==> src/rtl/processor_pkg.sv <==
// Shared types and constants for the processor result path.
// Holds the arbiter state encoding, the result word type and the pointer-width helper.
package processor_pkg;

  localparam int NUM_PROC_DEF = 4;
  localparam int DW_DEF       = 16;

  typedef enum logic [1:0] {
    IDLE    = 2'd0,
    COLLECT = 2'd1,
    DONE    = 2'd2
  } ARB_STATE_e;

  typedef logic [DW_DEF-1:0] result_t;

  function automatic int ptr_w(input int n);
    return (n > 1) ? $clog2(n) : 1;
  endfunction

endpackage

==> src/rtl/rr_arbiter.sv <==
// Combinational round-robin picker: first eligible lane at or after rr_ptr, zero latency.
// No backpressure of its own; the caller masks the grant when the sink is full.
module rr_arbiter
  import processor_pkg::*;
#(
  parameter int NUM_PROC = NUM_PROC_DEF,
  parameter int PW       = ptr_w(NUM_PROC)
) (
  input  logic [NUM_PROC-1:0] eligible,
  input  logic [PW-1:0]       rr_ptr,
  output logic [NUM_PROC-1:0] grant,
  output logic [PW-1:0]       winner,
  output logic                any_grant
);

  always_comb begin
    int idx;
    grant     = '0;
    winner    = '0;
    any_grant = 1'b0;
    idx       = 0;
    for (int k = 0; k < NUM_PROC; k++) begin
      // rr_ptr is always below NUM_PROC, so one subtraction wraps the index
      idx = int'(rr_ptr) + k;
      if (idx >= NUM_PROC) idx = idx - NUM_PROC;
      if (!any_grant && eligible[idx]) begin
        any_grant   = 1'b1;
        winner      = PW'(idx);
        grant[idx]  = 1'b1;
      end
    end
  end

endmodule

==> src/rtl/proc_result_arbiter.sv <==
// Per-lane one-entry result buffers sharing one FIFO write port round-robin; req-to-push >= 1 cycle.
// fifo_full stalls all grants and holds the buffers; ARB_STALL_CNT_EN adds the stall_cnt output.
module proc_result_arbiter
  import processor_pkg::*;
#(
  parameter int NUM_PROC = NUM_PROC_DEF,
  parameter int DW       = DW_DEF,
  parameter int CNT_W    = 6
) (
  input  logic                   clk,
  input  logic                   rst,
  input  logic                   start,
  input  logic [2:0]             N,
  input  logic [NUM_PROC-1:0]    req,
  input  logic [NUM_PROC*DW-1:0] data,
  input  logic                   fifo_full,
  output logic                   fifo_push,
  output logic [DW-1:0]          fifo_data,
  output logic [NUM_PROC-1:0]    grant,
  output logic                   busy,
  output logic                   done,
  output logic                   drop_err
`ifdef ARB_STALL_CNT_EN
  ,
  output logic [15:0]            stall_cnt
`endif
);

  localparam int PW = ptr_w(NUM_PROC);

  ARB_STATE_e          state;
  logic [NUM_PROC-1:0] hold_valid;
  logic [DW-1:0]       hold [NUM_PROC];
  logic [PW-1:0]       rr_ptr;
  logic [CNT_W-1:0]    count;
  logic [CNT_W-1:0]    target;

  logic [NUM_PROC-1:0] arb_grant;
  logic [PW-1:0]       winner;
  logic                any_elig;
  logic                wr;
  logic [NUM_PROC-1:0] cap;
  logic [NUM_PROC-1:0] hv_nxt;
  logic                drop_now;
  logic [CNT_W-1:0]    count_nxt;

  rr_arbiter #(
    .NUM_PROC (NUM_PROC),
    .PW       (PW)
  ) u_rr (
    .eligible  (hold_valid),
    .rr_ptr    (rr_ptr),
    .grant     (arb_grant),
    .winner    (winner),
    .any_grant (any_elig)
  );

  assign wr        = any_elig & ~fifo_full;
  assign fifo_push = wr;
  assign grant     = wr ? arb_grant : '0;
  assign fifo_data = wr ? hold[winner] : '0;
  assign busy      = (state == COLLECT);
  assign done      = (state == DONE);
  assign count_nxt = count + CNT_W'(wr);

  // A lane may refill its buffer in the same cycle the old word is granted out.
  always_comb begin
    cap      = '0;
    drop_now = 1'b0;
    hv_nxt   = hold_valid;
    if (wr) hv_nxt[winner] = 1'b0;
    for (int i = 0; i < NUM_PROC; i++) begin
      if (req[i]) begin
        if (state == COLLECT && (!hold_valid[i] || (wr && arb_grant[i])))
          cap[i] = 1'b1;
        else
          drop_now = 1'b1;
      end
    end
    hv_nxt = hv_nxt | cap;
  end

  always_ff @(posedge clk) begin
    if (rst) begin
      state      <= IDLE;
      hold_valid <= '0;
      rr_ptr     <= '0;
      count      <= '0;
      target     <= '0;
      drop_err   <= 1'b0;
    end else begin
      hold_valid <= hv_nxt;
      drop_err   <= drop_err | drop_now;
      count      <= count_nxt;
      if (wr)
        rr_ptr <= (winner == PW'(NUM_PROC - 1)) ? '0 : winner + PW'(1);
      case (state)
        IDLE: begin
          if (start) begin
            target <= CNT_W'(N) * CNT_W'(NUM_PROC);
            count  <= '0;
            state  <= (N == 3'd0) ? DONE : COLLECT;
          end
        end
        COLLECT: begin
          if (count_nxt == target) state <= DONE;
        end
        DONE:    state <= IDLE;
        default: state <= IDLE;
      endcase
    end
  end

  always_ff @(posedge clk) begin
    for (int i = 0; i < NUM_PROC; i++)
      if (cap[i]) hold[i] <= data[i*DW +: DW];
  end

`ifdef ARB_STALL_CNT_EN
  always_ff @(posedge clk) begin
    if (rst)
      stall_cnt <= '0;
    else if (state == IDLE && start)
      stall_cnt <= '0;
    else if (state == COLLECT && (|hold_valid) && fifo_full && stall_cnt != 16'hFFFF)
      stall_cnt <= stall_cnt + 16'd1;
  end
`endif

endmodule

==> config.mk <==
export PLATFORM = sky130hd
export DESIGN_NAME = proc_result_arbiter
export DESIGN_NICKNAME = d
export VERILOG_FILES = /design/src/rtl/processor_pkg.sv /design/src/rtl/rr_arbiter.sv /design/src/rtl/proc_result_arbiter.sv
export SDC_FILE = /design/constraint.sdc
export NUM_CORES = 1
export LEC_CHECK = 0
export ABC_CLOCK_PERIOD_IN_PS = 4600
export CELL_PAD_IN_SITES_DETAIL_PLACEMENT = 1
export CELL_PAD_IN_SITES_GLOBAL_PLACEMENT = 2
export CORE_UTILIZATION = 27
export CTS_BUF_LIST = sky130_fd_sc_hd__clkbuf_4
export CTS_CLUSTER_SIZE = 16
export DETAILED_ROUTE_END_ITERATION = 6
export DONT_BUFFER_PORTS = 1
export PLACE_DENSITY = 0.64
export SLEW_MARGIN = 40
export SYNTH_ARGS = -nofsm -noshare
export SYNTH_HDL_FRONTEND = slang
export SYNTH_SLANG_ARGS = --single-unit
==> constraint.sdc <==
create_clock -name clk -period 4.6 [get_ports clk]
set_clock_uncertainty 0.05 [all_clocks]
set_input_delay 0.46 -clock clk [delete_from_list [all_inputs] [get_ports clk]]
set_output_delay 0.46 -clock clk [all_outputs]
set_load 0.01 [all_outputs]
==> flow_summary_export.csv <==
group,metric,value,unit
status,run_status,"finished clean",
power,power_density,479,nW/um^2
die,fp.dieArea,15300,um^2
layout,nNetsFinal,423,
synthesis,avgSynthCellArea,12.0,um^2
timing,relSlewSlack,0.602,
clock_network,cts_resized,0,
route,routed_wirelength,10200,um
placement,placed_area,4190,um^2
synthesis,synth_edf_count,64,
layout,mostFrequentLayoutCells,"64 x edfxtp_1, 48 x nand2_1, 18 x nor2_1, 18 x dfxtp_1, 17 x a211oi_1",
critical_path,arrival,3.55,ns
clock_network,cts_max_path_buffers,2,
power,seqPwrFrac,0.416,
clock_network,path_clk_slew,0.14,ns
synthesis,synthSimpleGateAreaFrac,0.139,
synthesis,synth_top_family_by_area,"compound AO/OA/AOI/OAI gates",
timing,period_minus_slack,4.06,ns
placement,hpwlAfterDp,7060,um
power,power_leakage,0.00146,uW
critical_path,r2r_end,"state[0]",
route,antenna_left,0,
clock_network,htreeDepth,3,
power,p_int,1300,uW
timing,worst_slew_pin_slew,0.589,ns
run,maxCapViolCount,0,
timing,tns,0,ns
global_routing,grt_pass1_vias,2722,
synthesis,synth_area,4010,um^2
layout,register_area,2280,um^2
die,die_y,124,um
synthesis,ys_ff_latch,82,
critical_path,slowest_delay,0.68,ns
timing,period_share,0.883,
clock_network,tritoncts,"done",
synthesis,synth-xor-area-share,0.0153,
min_path,min-delay-start,"data[10]",
synthesis,async_flop_share,0,
global_routing,grt_remaining_overflow,0,
die,core_region_area,14500,um^2
timing,fmax,246,MHz
layout,final_area,4360,um^2
layout,multi_input_area,1550,um^2
global_routing,grt_use_total,0.138,
layout,nFillCells,1615,
route,vias_per_cell,5.04,
power,switching_share,0.376,
critical_path,end_kind,"output pin",
placement,gp_congestion,0.739,
layout,area_growth,8.77,%
clock_network,worst_skew_pair.late_latency,0.44,ns
global_routing,grt_pass1_wl,15400,um
critical_path,crit_start,"rr_ptr[1]",
die,pin_count,99,
synthesis,synth-main-ff-cell,"edfxtp_1",
layout,layout_commonest_cell,"edfxtp_1",
route,drc,0,
critical_path,crit_required,4.09,ns
timing,grt_setup_unrepaired,"false",
route,wire_per_inst,19.3,um
route,drt_iter0_drc,127,
min_path,whs_endpoint,"hold[0][10]",
route,first_pass_iters,5,
power,pwr-share-comb,0.354,
clock_network,tritoncts.num_buffers,9,
critical_path,cp_cell_sequence,"inv_1, ha_1, mux4_2, nor2_1, a21o_4, clkinv_4, a211oi_1, a311oi_1, buf_4",
layout,layout-drive-gt1-share,0.152,
critical_path,slowest_stage,"mux4_2",
critical_path,rr_startpoint,"rr_ptr[1]",
power,peakVddDrop,0.203,mV
die,rows,44,
clock_network,cts_sinks,82,
synthesis,synth_compound_area_frac,0.153,
synthesis,synth_nets,420,
synthesis,ys.warnings.count,0,
critical_path,critPathLaunchType,"flop",
power,p_sw,784,uW
route,vias,2654,
clock_network,cts-root-buf,"clkbuf_4",
synthesis,synth_fa_ha_area_frac,0.0312,
synthesis,synth_mux_area_frac,0.0437,
timing,hold_viol,0,
min_path,hold_depth,0,
clock_network,holdBufCountCts,1,
timing,slew_violations,0,
die,die_w,124,um
die,start_util,0.276,
min_path,hold_class,"primary input to flop",
synthesis,netlist_instances,335,
global_routing,antenna_found_initial,1,
critical_path,crit_fanout,34,
critical_path,worstSetupPathType,"flop to output pin",
synthesis,synth_cell_types,55,
timing,setup_violations,0,
power,clkPwrFrac,0.229,
critical_path,r2r_cells,14,
clock_network,post_cts.repair.setup_buffers,0,
placement,io_buffers,0,
global_routing,grt_max_degree,35,
synthesis,seq_area_frac_synth,0.569,
critical_path,r2r_setup_slack,0.96,ns
-- cells in the mapped netlist, types with 2 or more instances --
cell,number,area share
edfxtp_1,64,0.48
nand2_1,48,0.045
dfxtp_1,18,0.090
nor2_1,18,0.017
a211oi_1,17,0.032
a311oi_1,16,0.035
and2_0,14,0.022
ha_1,10,0.031
inv_1,10,0.0094
a21oi_1,9,0.011
buf_6,8,0.022
and2_1,7,0.011
buf_2,7,0.0087
mux2_2,6,0.017
o21ai_0,6,0.0075
nand3_1,5,0.0062
xor2_1,5,0.011
a31oi_1,4,0.0062
mux2i_1,4,0.010
nor2b_1,4,0.0062
a22oi_1,3,0.0056
clkbuf_1,3,0.0028
mux4_2,3,0.017
nor3_1,3,0.0037
o211ai_2,3,0.0094
or2b_1,3,0.0056
a221o_1,2,0.0050
a22o_1,2,0.0044
a32oi_1,2,0.0044
and2_4,2,0.0044
nand2b_1,2,0.0031
nor4_1,2,0.0031
o211ai_1,2,0.0037
xnor2_1,2,0.0044
-- cell families (layout without fill, tap and decap cells) --
family | count (synthesis) | in the layout
simple gates | 114 | 114
buf+inv | 32 | 39
flops | 82 | 82
other cells | 0 | 1
xor+xnor | 7 | 7
mux | 13 | 13
fa+ha+maj | 10 | 10
compound gates | 77 | 77
-- critical path, delay by kind of cell, from the launching register on --
kind            cells  cell delay (ns)
fa+ha+maj           1             0.53
simple gates        1             0.19
mux                 1             0.68
flops               1             0.35
compound gates      3             0.76
buf+inv             3             0.58
-- worst max path at each step --
stage	end	slack, ns	cells past startpoint
2_1_floorplan	state[0]	1.20	16
3_3_place_gp	fifo_data[9]	0.91	8
3_5_place_dp	state[1]	0.95	13
4_1_cts	fifo_data[7]	0.44	9
5_1_grt	fifo_data[7]	0.28	9
6_report	fifo_data[7]	0.54	9
-- stage by stage --
stage	std cells	worst slack (ns)	utilization	hold WS (ns)	total power (uW)
floorplan	335	1.20	-	0.378	1480
global placement	510	0.912	0.288	0.404	1620
detailed placement	510	0.951	0.288	0.438	1640
CTS	526	0.441	0.300	0.00694	2120
global route	526	0.278	0.300	0.0145	2210
finish	527	0.538	0.300	0.0438	2090
-- power by group through the flow --
stage          clock [uW]  sequential (uW)  combinational (uW)
4_1_cts               496              870                 754
2_1_floorplan           0              876                 605
5_1_grt               512              874                 828
3_5_place_dp            0              886                 749
3_3_place_gp            0              885                 734
6_report              479              869                 740
-- state kept, by name, indices dropped and copies added (netlist names) --
name        count
drop_err        1
count           6
target          3
hold           64
hold_valid      4
state           2
rr_ptr          2
-- area by class of cell --
cell class / instances / area share
Antenna cell: 1 / 0.000574
Clock buffer: 9 / 0.0155
Clock inverter: 6 / 0.0207
Inverter: 12 / 0.0115
Multi-Input combinational cell: 221 / 0.355
Sequential cell: 82 / 0.523
Tap cell: 184 / 0.0528
Timing Repair Buffer: 12 / 0.0212
-- per-layer routing --
layer | GRT usage | wire length (um)
met4 | 0.0678 | 179
met1 | 0.174 | 4560
met2 | 0.216 | 4800
met3 | 0.0403 | 626
met5 | 0 | 0
Note: power is estimated with default switching activity, not from simulation.
